`src/rtl/instr_fetch.sv`:
```
// Instruction fetch unit: PC generation, imem request/ack fetch, valid/ready hand-off to decode.
// Redirects during an outstanding request are deferred via a drop flag; misaligned targets fault.
module instr_fetch #(
  parameter logic [31:0] RESET_PC = 32'h8000_0000
) (
  input  logic        clk,
  input  logic        reset,
  output logic        imem_req,
  output logic [31:0] imem_addr,
  input  logic        imem_ack,
  input  logic [31:0] imem_rdata,
  input  logic        redirect,
  input  logic [31:0] redirect_pc,
  output logic        instr_valid,
  input  logic        instr_ready,
  output logic [31:0] instr,
  output logic [31:0] pc,
  output logic        fault
);

  localparam logic [31:0] Nop = 32'h0000_0013;

  typedef enum logic [1:0] {StIdle, StReq, StHold, StFault} state_e;

  state_e      state_q, state_d;
  logic [31:0] fetch_pc_q, fetch_pc_d;
  logic [31:0] pending_pc_q, pending_pc_d;
  logic        drop_q, drop_d;
  // Request still outstanding after entering FAULT; bus has no cancellation.
  logic        busy_q, busy_d;
  logic [31:0] instr_q, instr_d;
  logic [31:0] pc_q, pc_d;
  logic        fault_q, fault_d;

  logic redir_ok, redir_bad;
  assign redir_ok  = redirect && (redirect_pc[1:0] == 2'b00);
  assign redir_bad = redirect && (redirect_pc[1:0] != 2'b00);

  always_ff @(posedge clk) begin
    if (!reset) begin
      state_q      <= StIdle;
      fetch_pc_q   <= RESET_PC;
      pending_pc_q <= RESET_PC;
      drop_q       <= 1'b0;
      busy_q       <= 1'b0;
      instr_q      <= Nop;
      pc_q         <= RESET_PC;
      fault_q      <= 1'b0;
    end else begin
      state_q      <= state_d;
      fetch_pc_q   <= fetch_pc_d;
      pending_pc_q <= pending_pc_d;
      drop_q       <= drop_d;
      busy_q       <= busy_d;
      instr_q      <= instr_d;
      pc_q         <= pc_d;
      fault_q      <= fault_d;
    end
  end

  always_comb begin
    state_d      = state_q;
    fetch_pc_d   = fetch_pc_q;
    pending_pc_d = pending_pc_q;
    drop_d       = drop_q;
    busy_d       = busy_q;
    instr_d      = instr_q;
    pc_d         = pc_q;
    fault_d      = fault_q;

    unique case (state_q)
      StIdle: begin
        state_d = StReq;
        if (redir_ok) begin
          fetch_pc_d = redirect_pc;
        end else if (redir_bad) begin
          state_d = StFault;
          fault_d = 1'b1;
        end
      end
      StReq: begin
        if (redir_bad) begin
          state_d = StFault;
          fault_d = 1'b1;
          drop_d  = 1'b0;
          busy_d  = !imem_ack;
        end else if (imem_ack) begin
          drop_d = 1'b0;
          if (redir_ok) begin
            fetch_pc_d = redirect_pc;
          end else if (drop_q) begin
            fetch_pc_d = pending_pc_q;
          end else begin
            instr_d = imem_rdata;
            pc_d    = fetch_pc_q;
            state_d = StHold;
          end
        end else if (redir_ok) begin
          // Address must stay stable; remember the target until the ack arrives.
          drop_d       = 1'b1;
          pending_pc_d = redirect_pc;
        end
      end
      StHold: begin
        if (redir_bad) begin
          state_d = StFault;
          fault_d = 1'b1;
        end else if (redir_ok) begin
          fetch_pc_d = redirect_pc;
          state_d    = StReq;
        end else if (instr_ready) begin
          fetch_pc_d = fetch_pc_q + 32'd4;
          state_d    = StReq;
        end
      end
      StFault: begin
        if (imem_ack) begin
          busy_d = 1'b0;
        end
        if (redir_ok) begin
          fault_d = 1'b0;
          state_d = StReq;
          busy_d  = 1'b0;
          if (busy_q && !imem_ack) begin
            drop_d       = 1'b1;
            pending_pc_d = redirect_pc;
          end else begin
            fetch_pc_d = redirect_pc;
          end
        end
      end
      default: state_d = StIdle;
    endcase
  end

  assign imem_req    = (state_q == StReq) || ((state_q == StFault) && busy_q);
  assign imem_addr   = fetch_pc_q;
  assign instr_valid = (state_q == StHold);
  assign instr       = instr_q;
  assign pc          = pc_q;
  assign fault       = fault_q;

endmodule

```
`config.mk`:
```
export PLATFORM = sky130hd
export DESIGN_NAME = instr_fetch
export DESIGN_NICKNAME = d
export VERILOG_FILES = /design/src/rtl/instr_fetch.sv
export SDC_FILE = /design/constraint.sdc
export NUM_CORES = 1
export LEC_CHECK = 0
export CAP_MARGIN = 20
export CORE_ASPECT_RATIO = 1.75
export CORE_MARGIN = 1.5
export CORE_UTILIZATION = 32
export DETAILED_ROUTE_END_ITERATION = 10
export PLACE_DENSITY = 0.66
export SLEW_MARGIN = 20
export SYNTH_ARGS = -nofsm -noshare
export SYNTH_HDL_FRONTEND = slang
export SYNTH_SLANG_ARGS = --single-unit
```
`constraint.sdc`:
```
create_clock -name clk -period 5.8 [get_ports clk]
set_input_delay 0.87 -clock clk [delete_from_list [all_inputs] [get_ports clk]]
set_output_delay 0.87 -clock clk [all_outputs]
set_load 0.03 [all_outputs]
```
==> results of run 1 <==
==> cell families after synthesis <==
family,Yosys count
muxes,2
and+or+nand+nor,343
buffers and inverters,75
xor gates and xnor gates,1
DFF,133
AOI/OAI and AO/OA,250
adders and majority gates,6
==> synth_stat cells (all sizes together), types with 2 or more instances <==
cell	instances
nand2	215
dfxtp	133
a21oi	117
clkbuf	41
nor2	36
o21ai	32
nand3	27
buf	22
nor3	18
and3	17
a221oi	14
inv	12
a211oi	11
a31oi	10
a32o	8
nand4	8
a22oi	7
o22ai	7
a221o	6
ha	6
nor4	6
o211ai	6
a22o	4
o221ai	4
a2111oi	3
and4	3
o31ai	3
a211o	2
mux2i	2
nor3b	2
o221a	2
o2bb2ai	2
o311ai	2
or2	2
==> worst max-delay path, stage by stage <==
cell and delay, ns:
sky130_fd_sc_hd__clkdlybuf4s50_1 0.50, sky130_fd_sc_hd__or3b_1 0.88, sky130_fd_sc_hd__nand3_1 0.67, sky130_fd_sc_hd__a21oi_1 0.30, sky130_fd_sc_hd__nor3_1 0.07, sky130_fd_sc_hd__a2111oi_1 0.35
==> per-layer routing <==
layer	vias to the layer above	part of all wire [%]	global-route usage [%]	wire [um]
met5	-	0	0	0
met4	0	3.1	8.96	668
met3	41	5.1	3.01	1090
met2	247	52	36.6	11200
met1	3030	39	23.8	8350
li1	3169	-	-	-
==> flip-flops by register name, indices dropped and copies added (netlist names) <==
signal / count
busy_q: 1
imem_addr: 32
instr: 32
pending_pc_q: 32
pc: 32
state_q: 2
fault: 1
drop_q: 1
==> path summary, 6_finish.rpt <==
| check | startpoint | to | slack (ns) | depth (start not counted) |
|---|---|---|---|---|
| max | redirect | imem_addr[13]$_SDFFE_PN0P_ | 2.44 | 6 |
| min | instr[23]$_SDFFE_PN0P_ | instr[23]$_SDFFE_PN0P_ | 0.45 | 2 |
| max reg2reg | state_q[1]$_SDFFE_PN0P_ | imem_addr[13]$_SDFFE_PN0P_ | 3.00 | 8 |
| min reg2reg | instr[23]$_SDFFE_PN0P_ | instr[23]$_SDFFE_PN0P_ | 0.45 | 2 |
==> layout make-up <==
class	count	area [um^2]	area share [%]
Timing Repair Buffer	177	1750	20.2
Sequential cell	133	2660	30.8
Clock buffer	17	425	4.92
Tap cell	241	302	3.49
Inverter	12	46.3	0.535
Clock inverter	15	156	1.81
Multi-Input combinational cell	602	3310	38.2
==> power groups by stage <==
stage | clock network (mW) | registers (mW) | logic (mW)
finish | 1.07 | 1.21 | 1.53
global route | 1.13 | 1.23 | 1.65
CTS | 1.10 | 1.20 | 1.53
detailed placement | 0 | 1.22 | 1.53
global placement | 0 | 1.22 | 1.51
floorplan | 0 | 1.34 | 0.873
==> impl_metrics.ini, run 1 <==
[pwr]
pwr-share-clk_pct = 28.1
power.ir.vdd_worst_v = 0.000326
power.share.combinational_pct = 40.2
internal_power_component_mw = 2.19
totalPowerFinal_mw = 3.81
p_sw_share_pct = 42.7
powerDensity_nw_per_um2 = 441
power.sequential.fraction_pct = 31.7
switchingPower_mw = 1.63
power.leakage_nw = 2.95

[finish]
mostFrequentLayoutCell = sky130_fd_sc_hd__nand2_1
utilization_pct = 45.0
drive_gt1_share_pct = 6.59
final_net_count = 1018
number_of_non_filler_instances_in_the_completed_layout = 1197
fillers = 1939
area_growth_pct = 37.3
final_cell_mix = sky130_fd_sc_hd__nand2_1, sky130_fd_sc_hd__clkdlybuf4s50_1, sky130_fd_sc_hd__dfxtp_1
post-route-cell-area_um2 = 8650
antenna_cells = 0

[yosys]
synth_top_family_by_area = compound AO/OA/AOI/OAI gates
asyncSetResetFlopFracSynth_pct = 0
netlist_area_um2 = 6300
synthesized_instance_count = 810
yosysTopAreaCell = sky130_fd_sc_hd__dfxtp_1
share_of_synthesized_cell_area_in_full_adder_half_adder_and_majority_cells_pct = 1.19
synth.yosys.seq_area_share_pct = 42.3
ys_top_cells_by_area = sky130_fd_sc_hd__dfxtp_1, sky130_fd_sc_hd__nand2_1, sky130_fd_sc_hd__a21oi_1
syn-num-nets = 885
ys_types = 73
synth-warning-count = 0
synth_ff_type = sky130_fd_sc_hd__dfxtp_1
synth_compound_area_share_pct = 25.9
yosys.area.top_type_share_pct = 42.3
postSynthRegisterBits = 133
number_of_enable_flip_flop_cells_after_synthesis = 0
yosys.area_share.simple_pct = 24.8
synth_xor_xnor_area_share_pct = 0.139
post_synth_mux_area_share_pct = 0.318
synthesis.area_per_instance_um2 = 7.78

[placement]
numPortBuffers = 167
dpl_cell_area_um2 = 8060
place_congestion = 0.870
place_inst = 1165
hpwlAfterDp_mm = 14.6
place_worst_setup_slack_ns = 2.05

[cts]
worst_skew_pair.late_latency_ns = 0.41
cts.path.max_buffers = 2
cts.repair.resized = 0
cts_setup_buffers = 0
clk_root_buffer_cell = sky130_fd_sc_hd__clkbuf_16
cts_made_buffers = 17
clock-sinks = 133
htree_num_levels = 4
cts.reportedPaths.clkPinSlew_ns = 0.06
postCtsHoldBufs = 0
tritoncts_clock_tree = built

[floorplanning]
io-pin-count = 168
die_x_um = 109
placement_rows = 67
design.die.area_um2 = 20600
floorplan.core_area_um2 = 19200
die_y_um = 189
start_util_pct = 32.8

[global_route]
antenna_found_initial = 0
groute.usage.overall_pct = 20.6
vias_in_the_first_global_route = 6021
grt_first_pass_wirelength_mm = 32.7
grt-ovfl-total = 0
grt_max_degree = 70

[worst_setup_path]
path_max_fanout = 25
type_of_element_launching_the_critical_path = input pin
arrival_ns = 3.65
worst-endpoint-required_ns = 6.09
worst-setup-path-type = in -> reg
crit_path_end_kind = flip-flop

[sta]
final-max-slew-violation-count = 0
slew_headroom_pct = 32.8
worst_pin_slew_ns = 1.01
hold_viol = 0
grt_setup_unrepaired = false
fin_skew_ns = 0.0107
timing.hold.ws_ns = 0.452
timing.final.crit_period_ns = 3.36
setup_tns_ns = 0
max_freq_mhz = 298
final.period_utilization_pct = 58.0
timing.final.setup_violations = 0
final.setup.worst_slack_ns = 2.44

[drt]
drt-pass1-iter-count = 7
post_drt_via_cell_ratio = 5.42
post_drt_wl_per_cell_um = 17.8
detail_route.drc_violations = 0
vias = 6487
wirelength_mm = 21.3
first_iter_violations = 676
ant_nets = 0

[flow_run]
cap_violations = 0

[outcome]
status = finished clean

[hold_path]
min_path_type = reg -> reg
Note: power is estimated with default switching activity, not from simulation.
==> run 2, diff against run 1 <==
==> constraint.sdc (replaced) <==
create_clock -name clk -period 3.46 [get_ports clk]
set_input_delay 0.519 -clock clk [delete_from_list [all_inputs] [get_ports clk]]
set_output_delay 0.519 -clock clk [all_outputs]
set_load 0.03 [all_outputs]
==> run 2 against run 1 <==
Effect of this change:
- combinational power is 77% higher
- total power up 76%
- setup slack lost 1.6 ns
- largest power group unchanged
- critical path type is now reg -> out
- clock power grew 86%
- worst hold slack worse by 0.00098 ns
==> impl_metrics.ini, run 2 (synthesized netlist as in run 1, its figures left out) <==
[sta]
final-max-slew-violation-count = 0
timing.final.crit_period_ns = 2.59
slew_headroom_pct = 47.4
hold_viol = 0
timing.hold.ws_ns = 0.451
timing.final.setup_violations = 0
fin_skew_ns = 0.0115
final.period_utilization_pct = 74.7
worst_pin_slew_ns = 0.780
setup_tns_ns = 0
grt_setup_unrepaired = false
max_freq_mhz = 387

[drt]
wirelength_mm = 21.4
detail_route.drc_violations = 0
drt-pass1-iter-count = 5
post_drt_wl_per_cell_um = 17.7
first_iter_violations = 737
post_drt_via_cell_ratio = 5.48
vias = 6645
ant_nets = 0

[worst_setup_path]
worst_r2r_endpoint = imem_addr[0]$_SDFFE_PN0P_
worst-endpoint-required_ns = 2.94
critPathMaxStageDelay_ns = 0.66
critical_path.slowest_cell = sky130_fd_sc_hd__clkdlybuf4s50_1
worst_case_register_to_register_setup_slack_ns = 0.87
crit_path_end_kind = output port
worst-r2r-cell-count = 8
arrival_ns = 2.07
path_max_fanout = 8
type_of_element_launching_the_critical_path = flip-flop
worst-setup-path-type = reg -> out
critPathMostFrequentCell = sky130_fd_sc_hd__inv_1
regToRegStartpoint = state_q[1]$_SDFFE_PN0P_
path_cells = inv_1 -> ha_1 -> a21oi_1 -> inv_1 -> clkdlybuf4s50_1

[floorplanning]
die_x_um = 109
design.die.area_um2 = 20600
start_util_pct = 32.8
placement_rows = 67
io-pin-count = 168
floorplan.core_area_um2 = 19200
die_y_um = 189

[finish]
area_growth_pct = 40.7
antenna_cells = 0
drive_gt1_share_pct = 8.02
utilization_pct = 46.2
final_cell_mix = sky130_fd_sc_hd__nand2_1, sky130_fd_sc_hd__clkdlybuf4s50_1, sky130_fd_sc_hd__dfxtp_1
mostFrequentLayoutCell = sky130_fd_sc_hd__nand2_1
final_net_count = 1034

[flow_run]
cap_violations = 0

[pwr]
power.ir.vdd_worst_v = 0.000519
powerDensity_nw_per_um2 = 759
power.leakage_nw = 3.06

[cts]
cts_made_buffers = 17
tritoncts_clock_tree = built
worst_skew_pair.late_latency_ns = 0.43
clk_root_buffer_cell = sky130_fd_sc_hd__clkbuf_16
postCtsHoldBufs = 0
cts_setup_buffers = 0
htree_num_levels = 4
cts.repair.resized = 0
clock-sinks = 133
cts.path.max_buffers = 2
cts.reportedPaths.clkPinSlew_ns = 0.06

[global_route]
grt_use_met2_pct = 36.5
antenna_found_initial = 0
grt_util_met3_pct = 3.63
grt-ovfl-total = 0
grt_most_used_layer = met2
met1_usage_pct = 24.2
grt_max_degree = 104
vias_in_the_first_global_route = 6199
groute.usage.overall_pct = 21.1
grt_first_pass_wirelength_mm = 33.3

[hold_path]
min_path_type = reg -> reg
hold_path_end = instr[20]$_SDFFE_PN0P_
whs_path_depth = 2
worstHoldStart = instr[20]$_SDFFE_PN0P_

[placement]
hpwlAfterDp_mm = 15.0
numPortBuffers = 167
place_congestion = 0.890

[outcome]
status = finished clean
-- run 2: critical path: cells and delay by family, from the launching register on --
| kind | cells | cell delay [ns] |
|---|---|---|
| AOI/OAI and AO/OA | 1 | 0.10 |
| adders and majority gates | 1 | 0.35 |
| buffers and inverters | 3 | 0.85 |
| DFF | 1 | 0.33 |
-- run 2: how the worst max path moves through the flow --
stage                       startpoint                    endpoint  slack, ns  cells after the start
2_1_floorplan  state_q[0]$_SDFFE_PN0P_   imem_addr[8]$_SDFFE_PN0P_       1.16                      9
3_3_place_gp                  redirect  imem_addr[24]$_SDFFE_PN0P_       0.52                      8
3_5_place_dp                  redirect  imem_addr[24]$_SDFFE_PN0P_       0.48                      8
4_1_cts        state_q[1]$_SDFFE_PN0P_                    imem_req       0.87                      5
5_1_grt        state_q[1]$_SDFFE_PN0P_   imem_addr[0]$_SDFFE_PN0P_       0.61                      8
6_report       state_q[1]$_SDFFE_PN0P_                    imem_req       0.87                      5
-- run 2: layout make-up --
type,instances,area [um^2]
Clock buffer,21,480
Inverter,12,46.3
Clock inverter,11,171
Tap cell,241,302
Multi-Input combinational cell,602,3310
Timing Repair Buffer,193,1890
Fill cell,1883,10300
Sequential cell,133,2660
-- run 2: through the flow --
stage | total power [mW] | area (um^2) | std cells | setup WS (ns)
floorplan | 3.71 | 6300 | 810 | 1.16
global placement | 4.71 | 8210 | 1181 | 0.520
detailed placement | 4.74 | 8210 | 1181 | 0.483
CTS | 6.74 | 8860 | 1213 | 0.868
global route | 7.07 | 8860 | 1213 | 0.611
finish | 6.72 | 8860 | 1213 | 0.874
-- run 2: metal layers --
layer / wire length (um) / vias up / share of wire, %
li1: - / 3205 / -
met1: 8200 / 3099 / 38
met2: 11000 / 281 / 51
met3: 1390 / 60 / 6.5
met4: 817 / 0 / 3.8
met5: 0 / - / 0
-- run 2: power by group --
part | internal [mW] | switching (mW)
Clock | 1.28 | 0.703
Combinational | 1.04 | 1.68
Sequential | 1.72 | 0.297
Total | 4.04 | 2.68
==> run 3, diff against run 2 <==
==> constraint.sdc (replaced) <==
create_clock -name clk -period 2.7 [get_ports clk]
set_input_delay 0.405 -clock clk [delete_from_list [all_inputs] [get_ports clk]]
set_output_delay 0.405 -clock clk [all_outputs]
set_load 0.03 [all_outputs]
==> run 3 against run 2 <==
Effect of this change:
- sequential cell count did not move
- cell count is 1.8% higher
- setup slack got worse by 0.80 ns
- global-route usage fell by 0.17 points
- clock power is 21% higher
- cell area increased by 2.7%
- utilization up 1.2 points
- non-clock buffer count rose by 22
- via count grew 2.3%
- routed wire length up 1.1%
- sequential share of layout area shrank 0.78 points
- first-iteration DRC count grew 0.27%
- critical path type unchanged
- critical endpoint is now instr_valid
- highest routed layer unchanged
==> impl_metrics.ini, run 3 (synthesized netlist as in run 1, its figures left out) <==
[outcome]
status = finished clean

[worst_setup_path]
worst-setup-path-type = reg -> out
worst_r2r_endpoint = state_q[0]$_SDFFE_PN0P_
path_buf_inv = 2
regToRegStartpoint = state_q[0]$_SDFFE_PN0P_
critPathMaxStageDelay_ns = 0.78
critical_path.slowest_cell = sky130_fd_sc_hd__clkdlybuf4s50_1
worst-r2r-cell-count = 6
worst-endpoint-required_ns = 2.30
critPathTopFamily = buffers and inverters
crit_path_end_kind = output port
path_max_fanout = 11
type_of_element_launching_the_critical_path = flip-flop
path_cells = inv_1 -> ha_1 -> clkdlybuf4s50_1
arrival_ns = 2.22
worst_case_register_to_register_setup_slack_ns = 0.23
path_depth = 3

[sta]
max_freq_mhz = 380
timing.final.setup_violations = 0
worst_pin_slew_ns = 0.728
hold_viol = 0
slew_headroom_pct = 50.8
timing.hold.ws_ns = 0.452
final-max-slew-violation-count = 0
final.period_utilization_pct = 97.4
fin_skew_ns = 0.0127
final.setup.worst_slack_ns = 0.0711
setup_tns_ns = 0
timing.final.crit_period_ns = 2.63
grt_setup_unrepaired = false

[floorplanning]
die_x_um = 109
placement_rows = 67
start_util_pct = 32.8
die_y_um = 189
io-pin-count = 168
design.die.area_um2 = 20600
floorplan.core_area_um2 = 19200

[placement]
place_congestion = 0.871
dpl_cell_area_um2 = 8460
numPortBuffers = 167
hpwlAfterDp_mm = 15.2
place_worst_setup_slack_ns = 0.167

[cts]
worst_skew_pair.late_latency_ns = 0.43
cts_made_buffers = 17
tritoncts_clock_tree = built
clk_root_buffer_cell = sky130_fd_sc_hd__clkbuf_16
cts.path.max_buffers = 2
htree_num_levels = 4
cts.reportedPaths.clkPinSlew_ns = 0.06
clock-sinks = 133
postCtsHoldBufs = 0

[global_route]
met1_usage_pct = 23.7
grt-ovfl-total = 0
grt_util_met3_pct = 3.91
grt_first_pass_wirelength_mm = 33.4
vias_in_the_first_global_route = 6364
groute.usage.overall_pct = 21.0
grt_max_degree = 104
grt_use_met2_pct = 36.6
grt_most_used_layer = met2
antenna_found_initial = 0

[drt]
detail_route.drc_violations = 0
post_drt_via_cell_ratio = 5.51
vias = 6801
drt-pass1-iter-count = 5
post_drt_wl_per_cell_um = 17.5
ant_nets = 0
first_iter_violations = 739
wirelength_mm = 21.7

[hold_path]
hold_path_end = pc[1]$_SDFFE_PN0P_
worstHoldStart = pc[1]$_SDFFE_PN0P_
min_path_type = reg -> reg
whs_path_depth = 2

[finish]
final_net_count = 1056
fillers = 1871
antenna_cells = 0
post-route-cell-area_um2 = 9100
mostFrequentLayoutCell = sky130_fd_sc_hd__nand2_1
drive_gt1_share_pct = 10.1
area_growth_pct = 44.4
final_cell_mix = sky130_fd_sc_hd__nand2_1, sky130_fd_sc_hd__clkdlybuf4s50_1, sky130_fd_sc_hd__dfxtp_1

[pwr]
powerDensity_nw_per_um2 = 966
power.leakage_nw = 3.20
power.ir.vdd_worst_v = 0.000610

[flow_run]
cap_violations = 0
[run 3: how the worst max path moves through the flow]
stage	slack (ns)	to	startpoint
4_1_cts	0.08	imem_req	state_q[1]$_SDFFE_PN0P_
6_report	0.07	instr_valid	state_q[0]$_SDFFE_PN0P_
3_3_place_gp	0.20	imem_addr[2]$_SDFFE_PN0P_	redirect_pc[0]
2_1_floorplan	0.40	imem_addr[8]$_SDFFE_PN0P_	state_q[0]$_SDFFE_PN0P_
5_1_grt	0.01	instr_valid	state_q[0]$_SDFFE_PN0P_
3_5_place_dp	0.17	imem_addr[11]$_SDFFE_PN0P_	redirect_pc[0]
[run 3: cell type report]
type / count / area (um^2) / share of cell area (%)
repair buffers: 215 / 2150 / 23.6
clock inverters: 11 / 150 / 1.65
clock buffers: 21 / 470 / 5.17
flip-flops and latches: 133 / 2660 / 29.3
multi-input cells: 602 / 3320 / 36.5
inverters: 12 / 46.3 / 0.509
well taps: 241 / 302 / 3.31
[run 3: worst register-to-register path: cells and delay by family, from the launching register on]
family,cells,cell delay (ns)
compound gates,2,1.00
fa+ha+maj,1,0.51
flops,1,0.35
simple gates,1,0.11
buf+inv,2,0.39
[run 3: through the flow]
step / total power [mW] / util [%] / instances
after floorplan: 4.75 / - / 810
final: 8.78 / 47.4 / 1235
after detailed placement: 6.34 / 44.1 / 1203
after global routing: 9.21 / 47.4 / 1235
after global placement: 6.32 / 44.1 / 1203
after CTS: 8.78 / 47.3 / 1235
[run 3: metal layers]
| metal | vias to the layer above | routed length (um) |
|---|---|---|
| met5 | - | 0 |
| met4 | 0 | 845 |
| met3 | 57 | 1320 |
| met2 | 293 | 11200 |
| met1 | 3208 | 8280 |
| li1 | 3243 | - |
[run 3: where the power goes]
group	internal, mW	leakage, nW	switching (mW)	total [mW]
logic	1.56	1.83	2.32	3.89
clock network	1.53	0.288	0.889	2.41
registers	2.21	1.08	0.276	2.48
[run 3: what timing repair did]
| item | 4_1_cts | 5_1_grt |
|---|---|---|
| endpoints found under the hold margin | 0 | 0 |
| buffers inserted | 0 | 0 |
| resized for setup | 1 | 2 |
| setup endpoints to repair | 1 | 1 |
